$ cat src/rtl/rc5_cipher_ctrl_if.sv
// ----------------------------------------------------------------------------
// rc5_cipher_ctrl_if
// Bundles every non-clock signal of rc5_cipher_ctrl: the host key/config
// handshake, the keygen start/ready handshake and subkey read port, and the
// block-in / block-out streams.
//   master : host + keygen side (drives requests, kg_ready, sk_data, out_ready)
//   slave  : rc5_cipher_ctrl (drives readies, keygen controls, sk_idx, results)
// ----------------------------------------------------------------------------
interface rc5_cipher_ctrl_if #(
   parameter int W = 16
);
   logic           key_valid;
   logic           key_ready;
   logic [127:0]   key_in;
   logic [4:0]     rounds_in;
   logic           cfg_err;
   logic           kg_start;
   logic [127:0]   kg_key;
   logic [4:0]     kg_num_rounds;
   logic           kg_ready;
   logic [5:0]     sk_idx;
   logic [W-1:0]   sk_data;
   logic           in_valid;
   logic           in_ready;
   logic           in_decrypt;
   logic [2*W-1:0] in_data;
   logic           out_valid;
   logic           out_ready;
   logic [2*W-1:0] out_data;
   logic           key_loaded;

   modport master (
      output key_valid, key_in, rounds_in, kg_ready, sk_data,
             in_valid, in_decrypt, in_data, out_ready,
      input  key_ready, cfg_err, kg_start, kg_key, kg_num_rounds, sk_idx,
             in_ready, out_valid, out_data, key_loaded
   );

   modport slave (
      input  key_valid, key_in, rounds_in, kg_ready, sk_data,
             in_valid, in_decrypt, in_data, out_ready,
      output key_ready, cfg_err, kg_start, kg_key, kg_num_rounds, sk_idx,
             in_ready, out_valid, out_data, key_loaded
   );
endinterface

$ cat src/rtl/rc5_cipher_ctrl.sv
// ----------------------------------------------------------------------------
// rc5_cipher_ctrl
// Scheduler and iterative round engine for RC5 (W-bit words, 2W-bit blocks).
// Latches a key and round count, runs the external keygen through its
// start/ready handshake, then encrypts or decrypts blocks one half-round per
// cycle, reading one subkey per cycle from the keygen table.
// Ports:
//   clk, rst  clock, synchronous active-high reset
//   bus       rc5_cipher_ctrl_if.slave: key_valid/key_ready/key_in/rounds_in,
//             cfg_err, kg_start/kg_key/kg_num_rounds/kg_ready,
//             sk_idx/sk_data, in_valid/in_ready/in_decrypt/in_data,
//             out_valid/out_ready/out_data, key_loaded
// ----------------------------------------------------------------------------
module rc5_cipher_ctrl #(
   parameter int W          = 16,
   parameter int MAX_ROUNDS = 16,
   parameter int LGW        = 4
) (
   input  logic             clk,
   input  logic             rst,
   rc5_cipher_ctrl_if.slave bus
);

   typedef enum logic [2:0] {NOKEY, KG_RUN, KEYED, RUN, HOLD} state_t;

   localparam logic [4:0] MAX_R = 5'(MAX_ROUNDS);

   state_t         state_q, state_d;
   logic           kg_start_q, kg_start_d;
   logic           key_loaded_q, key_loaded_d;
   logic           out_valid_q, out_valid_d;
   logic           cfg_err_q, cfg_err_d;
   logic           dec_q, dec_d;
   logic [127:0]   kg_key_q, kg_key_d;
   logic [4:0]     kg_rounds_q, kg_rounds_d;
   logic [W-1:0]   a_q, a_d, b_q, b_d;
   logic [5:0]     k_q, k_d;
   logic [2*W-1:0] out_data_q, out_data_d;

   logic           key_ready, in_ready;
   logic           key_acc, blk_acc;
   logic [5:0]     sk_idx;
   logic [5:0]     k_last;
   logic           last_upd;
   logic [W-1:0]   sk;
   logic [W-1:0]   a_new, b_new;

   function automatic logic [W-1:0] rotl(input logic [W-1:0] x, input logic [LGW-1:0] n);
      logic [2*W-1:0] t;
      t = {x, x} << n;
      return t[2*W-1:W];
   endfunction

   function automatic logic [W-1:0] rotr(input logic [W-1:0] x, input logic [LGW-1:0] n);
      logic [2*W-1:0] t;
      t = {x, x} >> n;
      return t[W-1:0];
   endfunction

   assign sk      = bus.sk_data;
   // Highest subkey index T-1 = 2r+1; 2*MAX_ROUNDS+1 fits in 6 bits.
   assign k_last  = {kg_rounds_q, 1'b0} + 6'd1;
   assign last_upd = dec_q ? (k_q == 6'd0) : (k_q == k_last);
   assign key_acc = bus.key_valid && key_ready;
   assign blk_acc = bus.in_valid && in_ready;

   // One half-round: k selects whitening (0/1) or A/B half-round (even/odd).
   always_comb begin
      a_new = a_q;
      b_new = b_q;
      if (!dec_q) begin
         if (k_q == 6'd0)      a_new = a_q + sk;
         else if (k_q == 6'd1) b_new = b_q + sk;
         else if (!k_q[0])     a_new = rotl(a_q ^ b_q, b_q[LGW-1:0]) + sk;
         else                  b_new = rotl(b_q ^ a_q, a_q[LGW-1:0]) + sk;
      end else begin
         if (k_q == 6'd0)      a_new = a_q - sk;
         else if (k_q == 6'd1) b_new = b_q - sk;
         else if (!k_q[0])     a_new = rotr(a_q - sk, b_q[LGW-1:0]) ^ b_q;
         else                  b_new = rotr(b_q - sk, a_q[LGW-1:0]) ^ a_q;
      end
   end

   // State register
   always_ff @(posedge clk) begin
      if (rst) begin
         state_q      <= NOKEY;
         kg_start_q   <= 1'b0;
         key_loaded_q <= 1'b0;
         out_valid_q  <= 1'b0;
         cfg_err_q    <= 1'b0;
         dec_q        <= 1'b0;
         kg_key_q     <= '0;
         kg_rounds_q  <= '0;
         a_q          <= '0;
         b_q          <= '0;
         k_q          <= '0;
         out_data_q   <= '0;
      end else begin
         state_q      <= state_d;
         kg_start_q   <= kg_start_d;
         key_loaded_q <= key_loaded_d;
         out_valid_q  <= out_valid_d;
         cfg_err_q    <= cfg_err_d;
         dec_q        <= dec_d;
         kg_key_q     <= kg_key_d;
         kg_rounds_q  <= kg_rounds_d;
         a_q          <= a_d;
         b_q          <= b_d;
         k_q          <= k_d;
         out_data_q   <= out_data_d;
      end
   end

   // Next-state logic
   always_comb begin
      state_d      = state_q;
      kg_start_d   = kg_start_q;
      key_loaded_d = key_loaded_q;
      out_valid_d  = out_valid_q;
      cfg_err_d    = 1'b0;
      dec_d        = dec_q;
      kg_key_d     = kg_key_q;
      kg_rounds_d  = kg_rounds_q;
      a_d          = a_q;
      b_d          = b_q;
      k_d          = k_q;
      out_data_d   = out_data_q;
      unique case (state_q)
         NOKEY, KEYED: begin
            if (key_acc) begin
               kg_key_d = bus.key_in;
               if (bus.rounds_in > MAX_R) begin
                  kg_rounds_d = MAX_R;
                  cfg_err_d   = 1'b1;
               end else begin
                  kg_rounds_d = bus.rounds_in;
               end
               key_loaded_d = 1'b0;
               // A keygen still showing ready from the previous key must see
               // ready drop before it is started again.
               kg_start_d = !bus.kg_ready;
               state_d    = KG_RUN;
            end else if (blk_acc) begin
               a_d     = bus.in_data[W-1:0];
               b_d     = bus.in_data[2*W-1:W];
               dec_d   = bus.in_decrypt;
               k_d     = bus.in_decrypt ? k_last : 6'd0;
               state_d = RUN;
            end
         end
         KG_RUN: begin
            if (kg_start_q) begin
               if (bus.kg_ready) begin
                  kg_start_d   = 1'b0;
                  key_loaded_d = 1'b1;
                  state_d      = KEYED;
               end
            end else begin
               kg_start_d = !bus.kg_ready;
            end
         end
         RUN: begin
            a_d = a_new;
            b_d = b_new;
            if (last_upd) begin
               out_data_d  = {b_new, a_new};
               out_valid_d = 1'b1;
               state_d     = HOLD;
            end else begin
               k_d = dec_q ? (k_q - 6'd1) : (k_q + 6'd1);
            end
         end
         HOLD: begin
            if (bus.out_ready) begin
               out_valid_d = 1'b0;
               state_d     = KEYED;
            end
         end
         default: state_d = NOKEY;
      endcase
   end

   // Output logic
   always_comb begin
      key_ready = ((state_q == NOKEY) || (state_q == KEYED)) && !out_valid_q;
      // A key request takes priority over a block request in the same cycle.
      in_ready  = (state_q == KEYED) && !out_valid_q && !bus.key_valid;
      sk_idx    = (state_q == RUN) ? k_q : 6'd0;
   end

   assign bus.key_ready     = key_ready;
   assign bus.in_ready      = in_ready;
   assign bus.sk_idx        = sk_idx;
   assign bus.cfg_err       = cfg_err_q;
   assign bus.kg_start      = kg_start_q;
   assign bus.kg_key        = kg_key_q;
   assign bus.kg_num_rounds = kg_rounds_q;
   assign bus.out_valid     = out_valid_q;
   assign bus.out_data      = out_data_q;
   assign bus.key_loaded    = key_loaded_q;

endmodule

$ cat src/flat_wrapper.sv
// flat-port wrapper written by rule: the top's interface ports become plain ports
module rc5_cipher_ctrl_flat 
#(
   parameter int W          = 16,
   parameter int MAX_ROUNDS = 16,
   parameter int LGW        = 4
)
  (clk, rst, bus_key_valid, bus_key_in, bus_rounds_in, bus_kg_ready, bus_sk_data, bus_in_valid, bus_in_decrypt, bus_in_data, bus_out_ready, bus_key_ready, bus_cfg_err, bus_kg_start, bus_kg_key, bus_kg_num_rounds, bus_sk_idx, bus_in_ready, bus_out_valid, bus_out_data, bus_key_loaded);
  rc5_cipher_ctrl_if #(.W(W)) bus_i ();
  input  logic clk;
  input  logic rst;
  input wire logic [$bits(bus_i.key_valid)-1:0] bus_key_valid;
  input wire logic [$bits(bus_i.key_in)-1:0] bus_key_in;
  input wire logic [$bits(bus_i.rounds_in)-1:0] bus_rounds_in;
  input wire logic [$bits(bus_i.kg_ready)-1:0] bus_kg_ready;
  input wire logic [$bits(bus_i.sk_data)-1:0] bus_sk_data;
  input wire logic [$bits(bus_i.in_valid)-1:0] bus_in_valid;
  input wire logic [$bits(bus_i.in_decrypt)-1:0] bus_in_decrypt;
  input wire logic [$bits(bus_i.in_data)-1:0] bus_in_data;
  input wire logic [$bits(bus_i.out_ready)-1:0] bus_out_ready;
  output wire logic [$bits(bus_i.key_ready)-1:0] bus_key_ready;
  output wire logic [$bits(bus_i.cfg_err)-1:0] bus_cfg_err;
  output wire logic [$bits(bus_i.kg_start)-1:0] bus_kg_start;
  output wire logic [$bits(bus_i.kg_key)-1:0] bus_kg_key;
  output wire logic [$bits(bus_i.kg_num_rounds)-1:0] bus_kg_num_rounds;
  output wire logic [$bits(bus_i.sk_idx)-1:0] bus_sk_idx;
  output wire logic [$bits(bus_i.in_ready)-1:0] bus_in_ready;
  output wire logic [$bits(bus_i.out_valid)-1:0] bus_out_valid;
  output wire logic [$bits(bus_i.out_data)-1:0] bus_out_data;
  output wire logic [$bits(bus_i.key_loaded)-1:0] bus_key_loaded;
  assign bus_i.key_valid = bus_key_valid;
  assign bus_i.key_in = bus_key_in;
  assign bus_i.rounds_in = bus_rounds_in;
  assign bus_i.kg_ready = bus_kg_ready;
  assign bus_i.sk_data = bus_sk_data;
  assign bus_i.in_valid = bus_in_valid;
  assign bus_i.in_decrypt = bus_in_decrypt;
  assign bus_i.in_data = bus_in_data;
  assign bus_i.out_ready = bus_out_ready;
  assign bus_key_ready = bus_i.key_ready;
  assign bus_cfg_err = bus_i.cfg_err;
  assign bus_kg_start = bus_i.kg_start;
  assign bus_kg_key = bus_i.kg_key;
  assign bus_kg_num_rounds = bus_i.kg_num_rounds;
  assign bus_sk_idx = bus_i.sk_idx;
  assign bus_in_ready = bus_i.in_ready;
  assign bus_out_valid = bus_i.out_valid;
  assign bus_out_data = bus_i.out_data;
  assign bus_key_loaded = bus_i.key_loaded;
  rc5_cipher_ctrl #(.W(W), .MAX_ROUNDS(MAX_ROUNDS), .LGW(LGW)) u_core (.clk(clk), .rst(rst), .bus(bus_i));
endmodule
$ cat config.mk
export PLATFORM = sky130hd
export DESIGN_NAME = rc5_cipher_ctrl_flat
export DESIGN_NICKNAME = d
export VERILOG_FILES = /design/src/rtl/rc5_cipher_ctrl_if.sv /design/src/rtl/rc5_cipher_ctrl.sv /design/src/flat_wrapper.sv
export SDC_FILE = /design/constraint.sdc
export NUM_CORES = 1
export LEC_CHECK = 0
export CELL_PAD_IN_SITES_DETAIL_PLACEMENT = 1
export CELL_PAD_IN_SITES_GLOBAL_PLACEMENT = 1
export CORE_MARGIN = 2
export CORE_UTILIZATION = 41
export DETAILED_ROUTE_END_ITERATION = 10
export HOLD_SLACK_MARGIN = 0.12
export PLACE_DENSITY_LB_ADDON = 0.1
export SYNTH_ARGS = -nofsm -noshare
export SYNTH_HDL_FRONTEND = slang
export SYNTH_SLANG_ARGS = --single-unit
$ cat constraint.sdc
create_clock -name clk -period 8.5 [get_ports clk]
set_input_delay 0.85 -clock clk [delete_from_list [all_inputs] [get_ports clk]]
set_output_delay 0.85 -clock clk [all_outputs]
set_load 0.1 [all_outputs]
==> results.md <==
* Initial Util at 41.49%
* Placed Cells at 3240
* RSZ-0062 raised after global routing: false
* CTS Sinks at 211
* H-tree Lvls at 1
* Maxcap violations at 0
* Main synth FF type: dfxtp_1
* Fmax at 0.1703 GHz
* CTS Buf Count at 24
* CTS Buffer Depth at 3
* Synth Instances at 2439
* Synth warn at 0
* Syn avg cell area at 7.327 um^2
* Core box area at 43080 um^2
* I/O pins at 365
* Worst EP arrival at 6.32 ns
* Share of cells above drive strength 1 at 5.970%
* Cell with the most instances after synthesis: nand2_1
* Number of global-route vias before repair at 20658
* Crit. End Element: flop
* First-pass GRT wire length at 129600 um
* VDD IR max at 0.0001489 V
* Top post-synthesis cells by area: dfxtp_1 (24%), nand2_1 (9.3%), a21oi_1 (8.0%), ha_1 (7.0%), o21ai_0 (4.5%)
* Setup Slack @ Placement at 2.753 ns
* Iter 0 DRT Violations at 1793
* CP max FO at 26
* Resize count post-CTS at 0
* Via count at 20456
* Crit Path Class: flop to flop
* Num rows at 76
* Final Critical Period at 5.870 ns
* Final period utilization at 69.06%
* Worst Clk Skew at 0.01877 ns
* Clk root buf: clkbuf_16
* Gr ovfl total at 0
* Post-DRT Antenna Nets at 0
* Clock-pin slew on the worst setup and hold paths at 0.07 ns
* PD cells at 187.3 nW/um^2
* # Post-CTS Setup Buffers at 0
* IO Port Bufs at 364
* Data required, critical path at 8.95 ns
* Syn Std Cell Area at 17870 um^2
* Yosys cell types at 88
* Hold crit path type: flop to flop
* HPWL Detailed at 66610 um
* Initial antenna violation count at 4
* Final WS setup at 2.630 ns
* Slew Limit Fails at 0
* Most frequent cells after synthesis: nand2_1 (441), a21oi_1 (287), dfxtp_1 (211)
* Flops & latches, synth at 211
* Gpl congestion at 1.008
* Hold Buf Count CTS at 0
* Final setup viols at 0
* Multi-input gate area at 12640 um^2
* Crit path launch type: flop
* Least-Margin Pin Slew at 1.199 ns
* Slew HR at 19.99%
* Largest net degree at the start of global routing at 92
* Final hold violation count at 0
* Static leakage at 8.707 nW
* Syn_nets at 2733
* Storage cell area at 4225 um^2
* Outcome: completed
* TritonCTS clock tree: yes
* Fillers at 5351
* Seq/Total Area, Yosys at 23.64%
* Chip width at 212.8 um
* Worst-Skew Late Latency at 0.54 ns
* DRC Markers at 0
* Chip height at 212.8 um
* Layout area overhead at 26.66%
* Final wirelength at 88000 um
* Layout Cells excl Fill at 3284
* Count of flip-flops with a built-in enable after synthesis at 0
* DIE AREA at 45270 um^2
* Asr flop ratio synth at 0%
* DRT Pass-1 Iters at 6
* Nets at 2975
* Vias/cell at 6.229
* Fin Setup TNS at 0 ns
* Avg WL per Cell at 26.80 um
* Leading area contributor after synthesis: dfxtp_1
* Share of Yosys cell area claimed by the top area cell type at 23.64%
* Total GRT Usage at 37.82%
-- worst max-delay path, stage by stage, from the launching register on --
cell,delay (ns)
dfxtp_1,0.90
buf_4,0.41
inv_1,0.25
o21ai_0,0.30
mux2i_1,0.18
mux4_2,0.53
ha_1,0.31
a211oi_1,0.32
o21ai_0,0.25
a221o_1,0.38
o41ai_1,0.42
xnor2_1,0.21
a21oi_1,0.10
a211oi_1,0.58
nor4_1,0.13
mux2i_1,0.16
o21ai_0,0.14
a31oi_1,0.22
-- flip-flops by register name, indices dropped and copies added, names as in the netlist --
register and count:
u_core.a_q 16, u_core.b_q 16, u_core.bus.cfg_err 1, u_core.bus.key_loaded 1, u_core.bus.kg_key 128, u_core.bus.kg_num_rounds 5
u_core.bus.kg_start 1, u_core.bus.out_data 32, u_core.bus.out_valid 1, u_core.dec_q 1, u_core.k_q 6, u_core.state_q 3
-- cell type report --
type                    instances  share of cell area (%)
well taps                     585                   3.234
clock buffers                  33                   2.985
inverters                      68                   1.128
multi-input cells            1966                   55.86
clock inverters                 9                  0.4754
flip-flops and latches        211                   18.67
diodes                          2                 0.02211
repair buffers                410                   17.63
-- cells in the final DEF (no fill, tap or decap), drive strengths merged, types with 32 or more instances in the layout --
cell             n
a211oi          45
a21oi          289
buf             47
clkbuf          33
clkdlybuf4s50  363
dfxtp          211
ha             100
inv             66
mux2i           78
nand2          441
nor2           176
nor3            58
o211ai          40
o21ai          165
xnor2           79
xor2            32
-- power breakdown --
part	total [mW]	internal (mW)	switching (mW)
Sequential	1.11	1.05	0.0630
Clock	1.06	0.618	0.444
Combinational	2.06	0.671	1.39
Total	4.24	2.34	1.90
-- worst paths after layout --
| kind | start | endpoint | slack (ns) | cells after the start |
|---|---|---|---|---|
| setup / recovery | u_core.a_q[1] | u_core.b_q[13] | 2.63 | 17 |
| hold / removal | u_core.bus.kg_key[42] | u_core.bus.kg_key[42] | 0.45 | 2 |
| setup reg to reg | u_core.a_q[1] | u_core.b_q[13] | 2.63 | 17 |
| hold reg to reg | u_core.bus.kg_key[42] | u_core.bus.kg_key[42] | 0.45 | 2 |
-- logic make-up after synthesis --
family / synth area share [%]
compound gates: 28.29
xor+xnor: 5.440
fa+ha+maj: 7.673
buf+inv: 5.734
flops: 23.64
mux: 8.787
simple gates: 20.44
-- per-layer routing --
metal / up-vias / track usage, % / share of wire (%) / wire [um]
li1: 9231 / - / - / -
met1: 10019 / 45.16 / 38 / 33710
met2: 956 / 61.73 / 46 / 40140
met3: 246 / 9.090 / 9.2 / 8088
met4: 4 / 22.59 / 6.9 / 6031
met5: - / 0 / 0.028 / 25
-- stage by stage --
| step | power [mW] | util, % | hold slack (ns) | instance area, um^2 |
|---|---|---|---|---|
| floorplan | 2.502 | - | 0.4707 | 17870 |
| global placement | 3.107 | 50.72 | 0.4419 | 21850 |
| detailed placement | 3.140 | 50.72 | 0.4478 | 21850 |
| CTS | 4.208 | 52.54 | 0.4556 | 22630 |
| global route | 4.410 | 52.54 | 0.4771 | 22630 |
| finish | 4.240 | 52.55 | 0.4539 | 22640 |
Note: power is estimated with default switching activity, not from simulation.
